===== src/rtl/sm2201_camac_cycle_sequencer_if.sv =====
`default_nettype none
// ============================================================================
//  Module   : sm2201_camac_cycle_sequencer_if
//  Purpose  : ISA request/response and CAMAC dataway signal bundle for the
//             SM2201 cycle sequencer.
//  Revision : 1.0 - initial release
// ============================================================================
interface sm2201_camac_cycle_sequencer_if;
  // ISA request side
  logic        req_valid;
  logic        req_write;
  logic [11:0] req_addr;
  logic [15:0] req_wdata;
  logic        req_ready;
  // CAMAC dataway side
  logic [11:0] cb_addr;
  logic [15:0] cb_data_out;
  logic        cb_data_oe;
  logic [15:0] cb_data_in;
  logic        cb_b_b1;
  logic        cb_prr;
  logic        cb_zk4;
  // ISA response / LAM side
  logic        lam_ack;
  logic        isa_chrdy;
  logic        rsp_valid;
  logic [15:0] rsp_rdata;
  logic        rsp_timeout;
  logic        lam_pending;

  // Sequencer view
  modport master (
    input  req_valid, req_write, req_addr, req_wdata,
    input  cb_data_in, cb_prr, cb_zk4, lam_ack,
    output req_ready, cb_addr, cb_data_out, cb_data_oe, cb_b_b1,
    output isa_chrdy, rsp_valid, rsp_rdata, rsp_timeout, lam_pending
  );

  // ISA register stage / CAMAC responder view
  modport slave (
    output req_valid, req_write, req_addr, req_wdata,
    output cb_data_in, cb_prr, cb_zk4, lam_ack,
    input  req_ready, cb_addr, cb_data_out, cb_data_oe, cb_b_b1,
    input  isa_chrdy, rsp_valid, rsp_rdata, rsp_timeout, lam_pending
  );
endinterface
`default_nettype wire


===== src/rtl/sm2201_camac_cycle_sequencer.sv =====
`default_nettype none
// ============================================================================
//  Module   : sm2201_camac_cycle_sequencer
//  Purpose  : Runs one CAMAC dataway cycle (setup, strobe, release) per ISA
//             request, with responder-ack timeout and a sticky LAM flag.
//  Revision : 1.0 - initial release
// ============================================================================
module sm2201_camac_cycle_sequencer #(
  parameter int SETUP_CYCLES   = 2,   // 1..15
  parameter int TIMEOUT_CYCLES = 255  // 2..255
) (
  input  wire logic                      isa_clk,
  input  wire logic                      isa_reset,
  sm2201_camac_cycle_sequencer_if.master bus
);

  typedef enum logic [2:0] {
    S_IDLE    = 3'd0,
    S_SETUP   = 3'd1,
    S_STROBE  = 3'd2,
    S_RELEASE = 3'd3,
    S_DONE    = 3'd4
  } state_t;

  localparam logic [7:0] C_SETUP_LAST = 8'(SETUP_CYCLES - 1);
  localparam logic [7:0] C_TMO_LAST   = 8'(TIMEOUT_CYCLES - 1);

  state_t      r_state;
  state_t      w_state_nxt;
  logic [7:0]  r_cnt;
  logic [7:0]  w_cnt_nxt;
  logic        r_to_flag;
  logic        w_to_flag_nxt;
  logic [15:0] r_rdata_cap;
  logic [15:0] w_rdata_cap_nxt;
  logic        w_accept;
  logic        w_write_nxt;
  logic        r_write;

  logic        r_prr_meta;
  logic        r_prr_s;
  logic        r_zk4_meta;
  logic        r_zk4_s;
  logic        r_zk4_prev;
  logic        w_zk4_fall;

  logic        r_req_ready;
  logic        r_cb_b_b1;
  logic        r_cb_data_oe;
  logic        r_isa_chrdy;
  logic        r_rsp_valid;
  logic        r_rsp_timeout;
  logic        r_lam_pending;
  logic [11:0] r_cb_addr;
  logic [15:0] r_cb_data_out;
  logic [15:0] r_rsp_rdata;

  // Two-flop synchronizers for the asynchronous CAMAC ack and LAM lines
  always_ff @(posedge isa_clk or negedge isa_reset) begin
    if (!isa_reset) begin
      r_prr_meta <= 1'b1;
      r_prr_s    <= 1'b1;
      r_zk4_meta <= 1'b1;
      r_zk4_s    <= 1'b1;
      r_zk4_prev <= 1'b1;
    end else begin
      r_prr_meta <= bus.cb_prr;
      r_prr_s    <= r_prr_meta;
      r_zk4_meta <= bus.cb_zk4;
      r_zk4_s    <= r_zk4_meta;
      r_zk4_prev <= r_zk4_s;
    end
  end

  // FSM state, shared setup/strobe counter, ack-capture and timeout status
  always_ff @(posedge isa_clk or negedge isa_reset) begin
    if (!isa_reset) begin
      r_state     <= S_IDLE;
      r_cnt       <= 8'd0;
      r_to_flag   <= 1'b0;
      r_rdata_cap <= 16'h0000;
    end else begin
      r_state     <= w_state_nxt;
      r_cnt       <= w_cnt_nxt;
      r_to_flag   <= w_to_flag_nxt;
      r_rdata_cap <= w_rdata_cap_nxt;
    end
  end

  // Next-state logic; ack is checked before the timeout so a late ack wins
  always_comb begin
    w_state_nxt     = r_state;
    w_cnt_nxt       = r_cnt;
    w_to_flag_nxt   = r_to_flag;
    w_rdata_cap_nxt = r_rdata_cap;
    w_accept        = 1'b0;
    case (r_state)
      S_IDLE: begin
        if (bus.req_valid) begin
          w_accept    = 1'b1;
          w_state_nxt = S_SETUP;
          w_cnt_nxt   = 8'd0;
        end
      end
      S_SETUP: begin
        if (r_cnt == C_SETUP_LAST) begin
          w_state_nxt = S_STROBE;
          w_cnt_nxt   = 8'd0;
        end else begin
          w_cnt_nxt = r_cnt + 8'd1;
        end
      end
      S_STROBE: begin
        if (!r_prr_s) begin
          w_state_nxt   = S_RELEASE;
          w_to_flag_nxt = 1'b0;
          if (!r_write) begin
            w_rdata_cap_nxt = bus.cb_data_in;
          end
        end else if (r_cnt == C_TMO_LAST) begin
          w_state_nxt   = S_RELEASE;
          w_to_flag_nxt = 1'b1;
          if (!r_write) begin
            w_rdata_cap_nxt = 16'hFFFF;
          end
        end else begin
          w_cnt_nxt = r_cnt + 8'd1;
        end
      end
      S_RELEASE: w_state_nxt = S_DONE;
      S_DONE:    w_state_nxt = S_IDLE;
      default:   w_state_nxt = S_IDLE;
    endcase
  end

  // Direction of the cycle being entered: a new request's, else the latched one
  always_comb begin
    w_write_nxt = r_write;
    if (w_accept) begin
      w_write_nxt = bus.req_write;
    end
  end

  // Latch address, write data and direction when a request is accepted
  always_ff @(posedge isa_clk or negedge isa_reset) begin
    if (!isa_reset) begin
      r_cb_addr     <= 12'h000;
      r_cb_data_out <= 16'h0000;
      r_write       <= 1'b0;
    end else if (w_accept) begin
      r_cb_addr     <= bus.req_addr;
      r_cb_data_out <= bus.req_wdata;
      r_write       <= bus.req_write;
    end
  end

  // Registered outputs decoded from the state being entered, so they align with it
  always_ff @(posedge isa_clk or negedge isa_reset) begin
    if (!isa_reset) begin
      r_req_ready   <= 1'b1;
      r_cb_b_b1     <= 1'b1;
      r_cb_data_oe  <= 1'b0;
      r_isa_chrdy   <= 1'b1;
      r_rsp_valid   <= 1'b0;
      r_rsp_timeout <= 1'b0;
      r_rsp_rdata   <= 16'h0000;
    end else begin
      r_req_ready  <= (w_state_nxt == S_IDLE);
      r_cb_b_b1    <= (w_state_nxt != S_STROBE);
      r_isa_chrdy  <= (w_state_nxt == S_IDLE) || (w_state_nxt == S_DONE);
      r_cb_data_oe <= w_write_nxt && ((w_state_nxt == S_SETUP) ||
                                      (w_state_nxt == S_STROBE) ||
                                      (w_state_nxt == S_RELEASE));
      r_rsp_valid  <= (w_state_nxt == S_DONE);
      if (w_state_nxt == S_DONE) begin
        r_rsp_timeout <= r_to_flag;
        if (!r_write) begin
          r_rsp_rdata <= r_rdata_cap;
        end
      end
    end
  end

  assign w_zk4_fall = r_zk4_prev & ~r_zk4_s;

  // Sticky LAM flag; a new LAM edge beats a coincident clear
  always_ff @(posedge isa_clk or negedge isa_reset) begin
    if (!isa_reset) begin
      r_lam_pending <= 1'b0;
    end else if (w_zk4_fall) begin
      r_lam_pending <= 1'b1;
    end else if (bus.lam_ack) begin
      r_lam_pending <= 1'b0;
    end
  end

  assign bus.req_ready   = r_req_ready;
  assign bus.cb_addr     = r_cb_addr;
  assign bus.cb_data_out = r_cb_data_out;
  assign bus.cb_data_oe  = r_cb_data_oe;
  assign bus.cb_b_b1     = r_cb_b_b1;
  assign bus.isa_chrdy   = r_isa_chrdy;
  assign bus.rsp_valid   = r_rsp_valid;
  assign bus.rsp_rdata   = r_rsp_rdata;
  assign bus.rsp_timeout = r_rsp_timeout;
  assign bus.lam_pending = r_lam_pending;

endmodule
`default_nettype wire

===== src/flat_wrapper.sv =====
// flat-port wrapper written by rule: the top's interface ports become plain ports
module sm2201_camac_cycle_sequencer_flat 
#(
  parameter int SETUP_CYCLES   = 2,           
  parameter int TIMEOUT_CYCLES = 255           
)
  (isa_clk, isa_reset, bus_req_valid, bus_req_write, bus_req_addr, bus_req_wdata, bus_cb_data_in, bus_cb_prr, bus_cb_zk4, bus_lam_ack, bus_req_ready, bus_cb_addr, bus_cb_data_out, bus_cb_data_oe, bus_cb_b_b1, bus_isa_chrdy, bus_rsp_valid, bus_rsp_rdata, bus_rsp_timeout, bus_lam_pending);
  sm2201_camac_cycle_sequencer_if bus_i ();
  input  wire logic isa_clk;
  input  wire logic isa_reset;
  input wire logic [$bits(bus_i.req_valid)-1:0] bus_req_valid;
  input wire logic [$bits(bus_i.req_write)-1:0] bus_req_write;
  input wire logic [$bits(bus_i.req_addr)-1:0] bus_req_addr;
  input wire logic [$bits(bus_i.req_wdata)-1:0] bus_req_wdata;
  input wire logic [$bits(bus_i.cb_data_in)-1:0] bus_cb_data_in;
  input wire logic [$bits(bus_i.cb_prr)-1:0] bus_cb_prr;
  input wire logic [$bits(bus_i.cb_zk4)-1:0] bus_cb_zk4;
  input wire logic [$bits(bus_i.lam_ack)-1:0] bus_lam_ack;
  output wire logic [$bits(bus_i.req_ready)-1:0] bus_req_ready;
  output wire logic [$bits(bus_i.cb_addr)-1:0] bus_cb_addr;
  output wire logic [$bits(bus_i.cb_data_out)-1:0] bus_cb_data_out;
  output wire logic [$bits(bus_i.cb_data_oe)-1:0] bus_cb_data_oe;
  output wire logic [$bits(bus_i.cb_b_b1)-1:0] bus_cb_b_b1;
  output wire logic [$bits(bus_i.isa_chrdy)-1:0] bus_isa_chrdy;
  output wire logic [$bits(bus_i.rsp_valid)-1:0] bus_rsp_valid;
  output wire logic [$bits(bus_i.rsp_rdata)-1:0] bus_rsp_rdata;
  output wire logic [$bits(bus_i.rsp_timeout)-1:0] bus_rsp_timeout;
  output wire logic [$bits(bus_i.lam_pending)-1:0] bus_lam_pending;
  assign bus_i.req_valid = bus_req_valid;
  assign bus_i.req_write = bus_req_write;
  assign bus_i.req_addr = bus_req_addr;
  assign bus_i.req_wdata = bus_req_wdata;
  assign bus_i.cb_data_in = bus_cb_data_in;
  assign bus_i.cb_prr = bus_cb_prr;
  assign bus_i.cb_zk4 = bus_cb_zk4;
  assign bus_i.lam_ack = bus_lam_ack;
  assign bus_req_ready = bus_i.req_ready;
  assign bus_cb_addr = bus_i.cb_addr;
  assign bus_cb_data_out = bus_i.cb_data_out;
  assign bus_cb_data_oe = bus_i.cb_data_oe;
  assign bus_cb_b_b1 = bus_i.cb_b_b1;
  assign bus_isa_chrdy = bus_i.isa_chrdy;
  assign bus_rsp_valid = bus_i.rsp_valid;
  assign bus_rsp_rdata = bus_i.rsp_rdata;
  assign bus_rsp_timeout = bus_i.rsp_timeout;
  assign bus_lam_pending = bus_i.lam_pending;
  sm2201_camac_cycle_sequencer #(.SETUP_CYCLES(SETUP_CYCLES), .TIMEOUT_CYCLES(TIMEOUT_CYCLES)) u_core (.isa_clk(isa_clk), .isa_reset(isa_reset), .bus(bus_i));
endmodule

===== config.mk =====
export PLATFORM = sky130hd
export DESIGN_NAME = sm2201_camac_cycle_sequencer_flat
export DESIGN_NICKNAME = d
export VERILOG_FILES = /design/src/rtl/sm2201_camac_cycle_sequencer_if.sv /design/src/rtl/sm2201_camac_cycle_sequencer.sv /design/src/flat_wrapper.sv
export SDC_FILE = /design/constraint.sdc
export NUM_CORES = 1
export LEC_CHECK = 0
export CORE_ASPECT_RATIO = 1.1
export CORE_MARGIN = 1
export CORE_UTILIZATION = 48
export DETAILED_ROUTE_END_ITERATION = 12
export PLACE_DENSITY = 0.82
export SETUP_SLACK_MARGIN = 0.3
export SYNTH_ARGS = -nofsm -noshare
export SYNTH_HDL_FRONTEND = slang
export SYNTH_SLANG_ARGS = --single-unit

===== constraint.sdc =====
create_clock -name isa_clk -period 2.2 [get_ports isa_clk]
set_input_delay 0.33 -clock isa_clk [delete_from_list [all_inputs] [get_ports isa_clk]]
set_output_delay 0.33 -clock isa_clk [all_outputs]
set_load 0.02 [all_outputs]

==> results_dict.tcl <==
set metrics [dict create \
    vdd_drop_max_uv 388 \
    cts_buffer_depth 2 \
    place_hpwl_um 5530 \
    arrival_ns 1.50 \
    synth_top_family_by_area "simple AND/OR/NAND/NOR gates" \
    fillers 523 \
    drive_gt1_share_pct 13.8 \
    end_kind "output pin" \
    final_common_cell "clkdlybuf4s50_1" \
    violations "DRC" \
    fin_hold_ws_ns 0.360 \
    synthMuxAreaShare_pct 11.4 \
    final_nets 492 \
    synth_nets 387 \
    p_int_mw 2.33 \
    max_cap_viol_count 0 \
    fp.coreArea_um2 7170 \
    yosys_warnings 0 \
    rsz0062_at_grt "no" \
    rows 32 \
    seq_power_share_pct 53.7 \
    overflow 0 \
    synth_area_um2 3630 \
    num_vias 2721 \
    synth_compound_area_share_pct 5.55 \
    hold_path.class "flip-flop to flip-flop" \
    pwr-share-comb_pct 9.2 \
    post_cts_buffers 0 \
    crit_family "buffers and inverters" \
    portBuffers 101 \
    powerDensity_nw_per_um2 619 \
    fmax_ghz 0.548 \
    cts_tree "yes" \
    vias_per_cell 5.15 \
    remaining_drc_errors 7 \
    fin_crit_sh_pct 83.0 \
    clkPwrFrac_pct 37.1 \
    path_buf_inv 1 \
    clk_pin_slew_ns 0.09 \
    syn_inst 333 \
    cpPeakStageDelay_ns 0.61 \
    setup_tns_ns 0 \
    ys_ff_latch 85 \
    place_congestion 0.813 \
    drtAntennaViolNets 0 \
    place_ws_ns 0.427 \
    cts_root_buf "clkbuf_8" \
    p_leak_nw 2.43 \
    swShare_pct 23.7 \
    post_synth_fa_ha_maj_area_fraction_pct 1.03 \
    wirelength_um 7780 \
    cp_max_fo 1 \
    area_growth_pct 36.2 \
    worst_skew_pair.late_latency_ns 0.35 \
    die_w_um 84.9 \
    netlist-cell-type-count 42 \
    utilization_pct 69.0 \
    synth_xor_area_share_pct 0 \
    worstMarginPinSlew_ns 0.398 \
    clock-sinks 85 \
    yosysSeqAreaShare_pct 58.8 \
    grt_pass1_vias 2867 \
    fin_ws_ns 0.374 \
    dieArea_um2 7920 \
    wire_per_inst_um 14.7 \
    slew_violations 0 \
    first_pass_iters 8 \
    antenna_found_initial 0 \
    avgSynthCellArea_um2 10.9 \
    crit_type "flip-flop to output pin" \
    power_switching_mw 0.727 \
    start_kind "flip-flop" \
    status "complete, but fails checks" \
    die_h_um 93.2 \
    cts_buffers 9 \
    path_cells "clkdlybuf4s50_1" \
    n_antenna_cell 0 \
    io_pins 102 \
    drt-initial-drc-count 136 \
    critPathRequiredTime_ns 1.87 \
    final.min_clock_period_ns 1.83 \
    start_util_pct 50.7 \
    grt_max_degree 38 \
    grt_usage_pct 21.9 \
    layout_common_cells "100 x clkdlybuf4s50_1, 90 x nand2_1, 75 x dfrtp_1" \
    clock_skew_ns 0.0142 \
    grt_pass1_wl_um 13500 \
    slew_headroom_pct 73.4 \
    ctsHtreeMaxLevel 3 \
    hold_viol 0 \
    yosys.area_share.simple_pct 18.2 \
    setup_viol 0 \
    slowest_stage "clkdlybuf4s50_1" \
]
-- worst paths after layout --
check / slack [ns] / to / depth (start not counted) / from
max: 0.37 / bus_req_ready / 1 / u_core.bus.req_ready
max reg2reg: 0.46 / u_core.r_cnt[6] / 6 / u_core.r_cnt[0]
min in group asynchronous: 0.42 / u_core.r_rdata_cap[2] / 2 / isa_reset
max in group asynchronous: 1.08 / u_core.r_prr_meta / 3 / isa_reset
min reg2reg: 0.36 / u_core.r_zk4_prev / 0 / u_core.r_zk4_s
min: 0.36 / u_core.r_zk4_prev / 0 / u_core.r_zk4_s
-- through the flow --
step / area, um^2 / total power, mW / std cells
3_3_place_gp: 4730 / 1.95 / 511
2_1_floorplan: 3630 / 1.75 / 333
3_5_place_dp: 4730 / 1.96 / 511
4_1_cts: 4940 / 3.10 / 528
5_1_grt: 4950 / 3.19 / 528
6_report: 4950 / 3.06 / 528
-- per-layer routing --
| metal | GRT usage [%] | share of wire [%] | vias up | wire, um |
|---|---|---|---|---|
| li1 | - | - | 1298 | - |
| met1 | 27.6 | 44 | 1320 | 3390 |
| met2 | 37.2 | 50 | 93 | 3880 |
| met4 | 8.33 | 1.5 | 0 | 119 |
| met3 | 4.50 | 5.0 | 10 | 388 |
| met5 | 0 | 0 | - | 0 |
-- power by group through the flow --
stage / Sequential, mW / Clock [mW] / Combinational (mW)
6_report: 1.64 / 1.14 / 0.280
4_1_cts: 1.64 / 1.17 / 0.286
2_1_floorplan: 1.70 / 0 / 0.0490
3_3_place_gp: 1.67 / 0 / 0.276
5_1_grt: 1.65 / 1.23 / 0.308
3_5_place_dp: 1.67 / 0 / 0.282
-- cell families (layout without fill, tap and decap cells) --
logic type / after synthesis / after routing
flops: 85 / 85
simple gates: 144 / 144
fa+ha+maj: 3 / 3
buf+inv: 38 / 148
compound gates: 24 / 24
mux: 39 / 39
-- cells in the mapped netlist --
| library cell | instances | area share, % |
|---|---|---|
| nor3_1 | 1 | 0.14 |
| nor4b_1 | 1 | 0.24 |
| and4_1 | 1 | 0.24 |
| ha_1 | 3 | 1.0 |
| dfrtp_1 | 77 | 53 |
| o211ai_1 | 2 | 0.41 |
| a21boi_0 | 1 | 0.21 |
| a211oi_1 | 2 | 0.41 |
| o211ai_4 | 1 | 0.59 |
| nand4_1 | 1 | 0.17 |
| a21o_1 | 1 | 0.21 |
| inv_1 | 22 | 2.3 |
| nand2b_1 | 2 | 0.34 |
| a2111oi_4 | 1 | 0.76 |
| o211a_1 | 1 | 0.28 |
| o21ai_0 | 4 | 0.55 |
| a21oi_1 | 3 | 0.41 |
| mux2i_1 | 21 | 5.8 |
| clkbuf_1 | 4 | 0.41 |
| buf_4 | 5 | 1.0 |
| nor3b_4 | 1 | 0.52 |
| o22ai_1 | 1 | 0.17 |
| or3_1 | 1 | 0.17 |
| nand3b_1 | 5 | 1.0 |
| o21ai_2 | 1 | 0.24 |
| nor4_1 | 1 | 0.17 |
| nor2_1 | 20 | 2.1 |
| mux2_2 | 18 | 5.6 |
| nor2b_1 | 4 | 0.69 |
| o32a_1 | 1 | 0.28 |
| buf_6 | 2 | 0.62 |
| a31oi_1 | 1 | 0.17 |
| dfstp_2 | 8 | 5.8 |
| and2_1 | 1 | 0.17 |
| nand2_1 | 90 | 9.3 |
| buf_2 | 5 | 0.69 |
| nand4_4 | 1 | 0.59 |
| a211o_1 | 1 | 0.24 |
| nor3_2 | 1 | 0.28 |
| nand3_1 | 12 | 1.7 |
| o31ai_1 | 3 | 0.62 |
| nor4b_2 | 1 | 0.41 |
-- state kept, by name, indices dropped and copies added (netlist names), 3 cells and up --
signal                  count
u_core.bus.cb_data_out     16
u_core.bus.rsp_rdata       16
u_core.r_rdata_cap         16
u_core.bus.cb_addr         12
u_core.r_cnt                8
u_core.r_state              3
-- what timing repair did --
item                                    CTS  global route
endpoints found under the hold margin    25             0
hold buffers                              1             0
endpoints found under the setup margin    0             2
resized for setup                         0             2
-- layout make-up --
class	count	area [um^2]	area share (%)
Clock buffer	10	138	2.78
Sequential cell	85	2140	43.3
Clock inverter	6	70.1	1.42
Tap cell	85	106	2.15
Multi-Input combinational cell	210	1320	26.7
Timing Repair Buffer	110	1090	22.1
Inverter	22	82.6	1.67
Note: power is estimated with default switching activity, not from simulation.
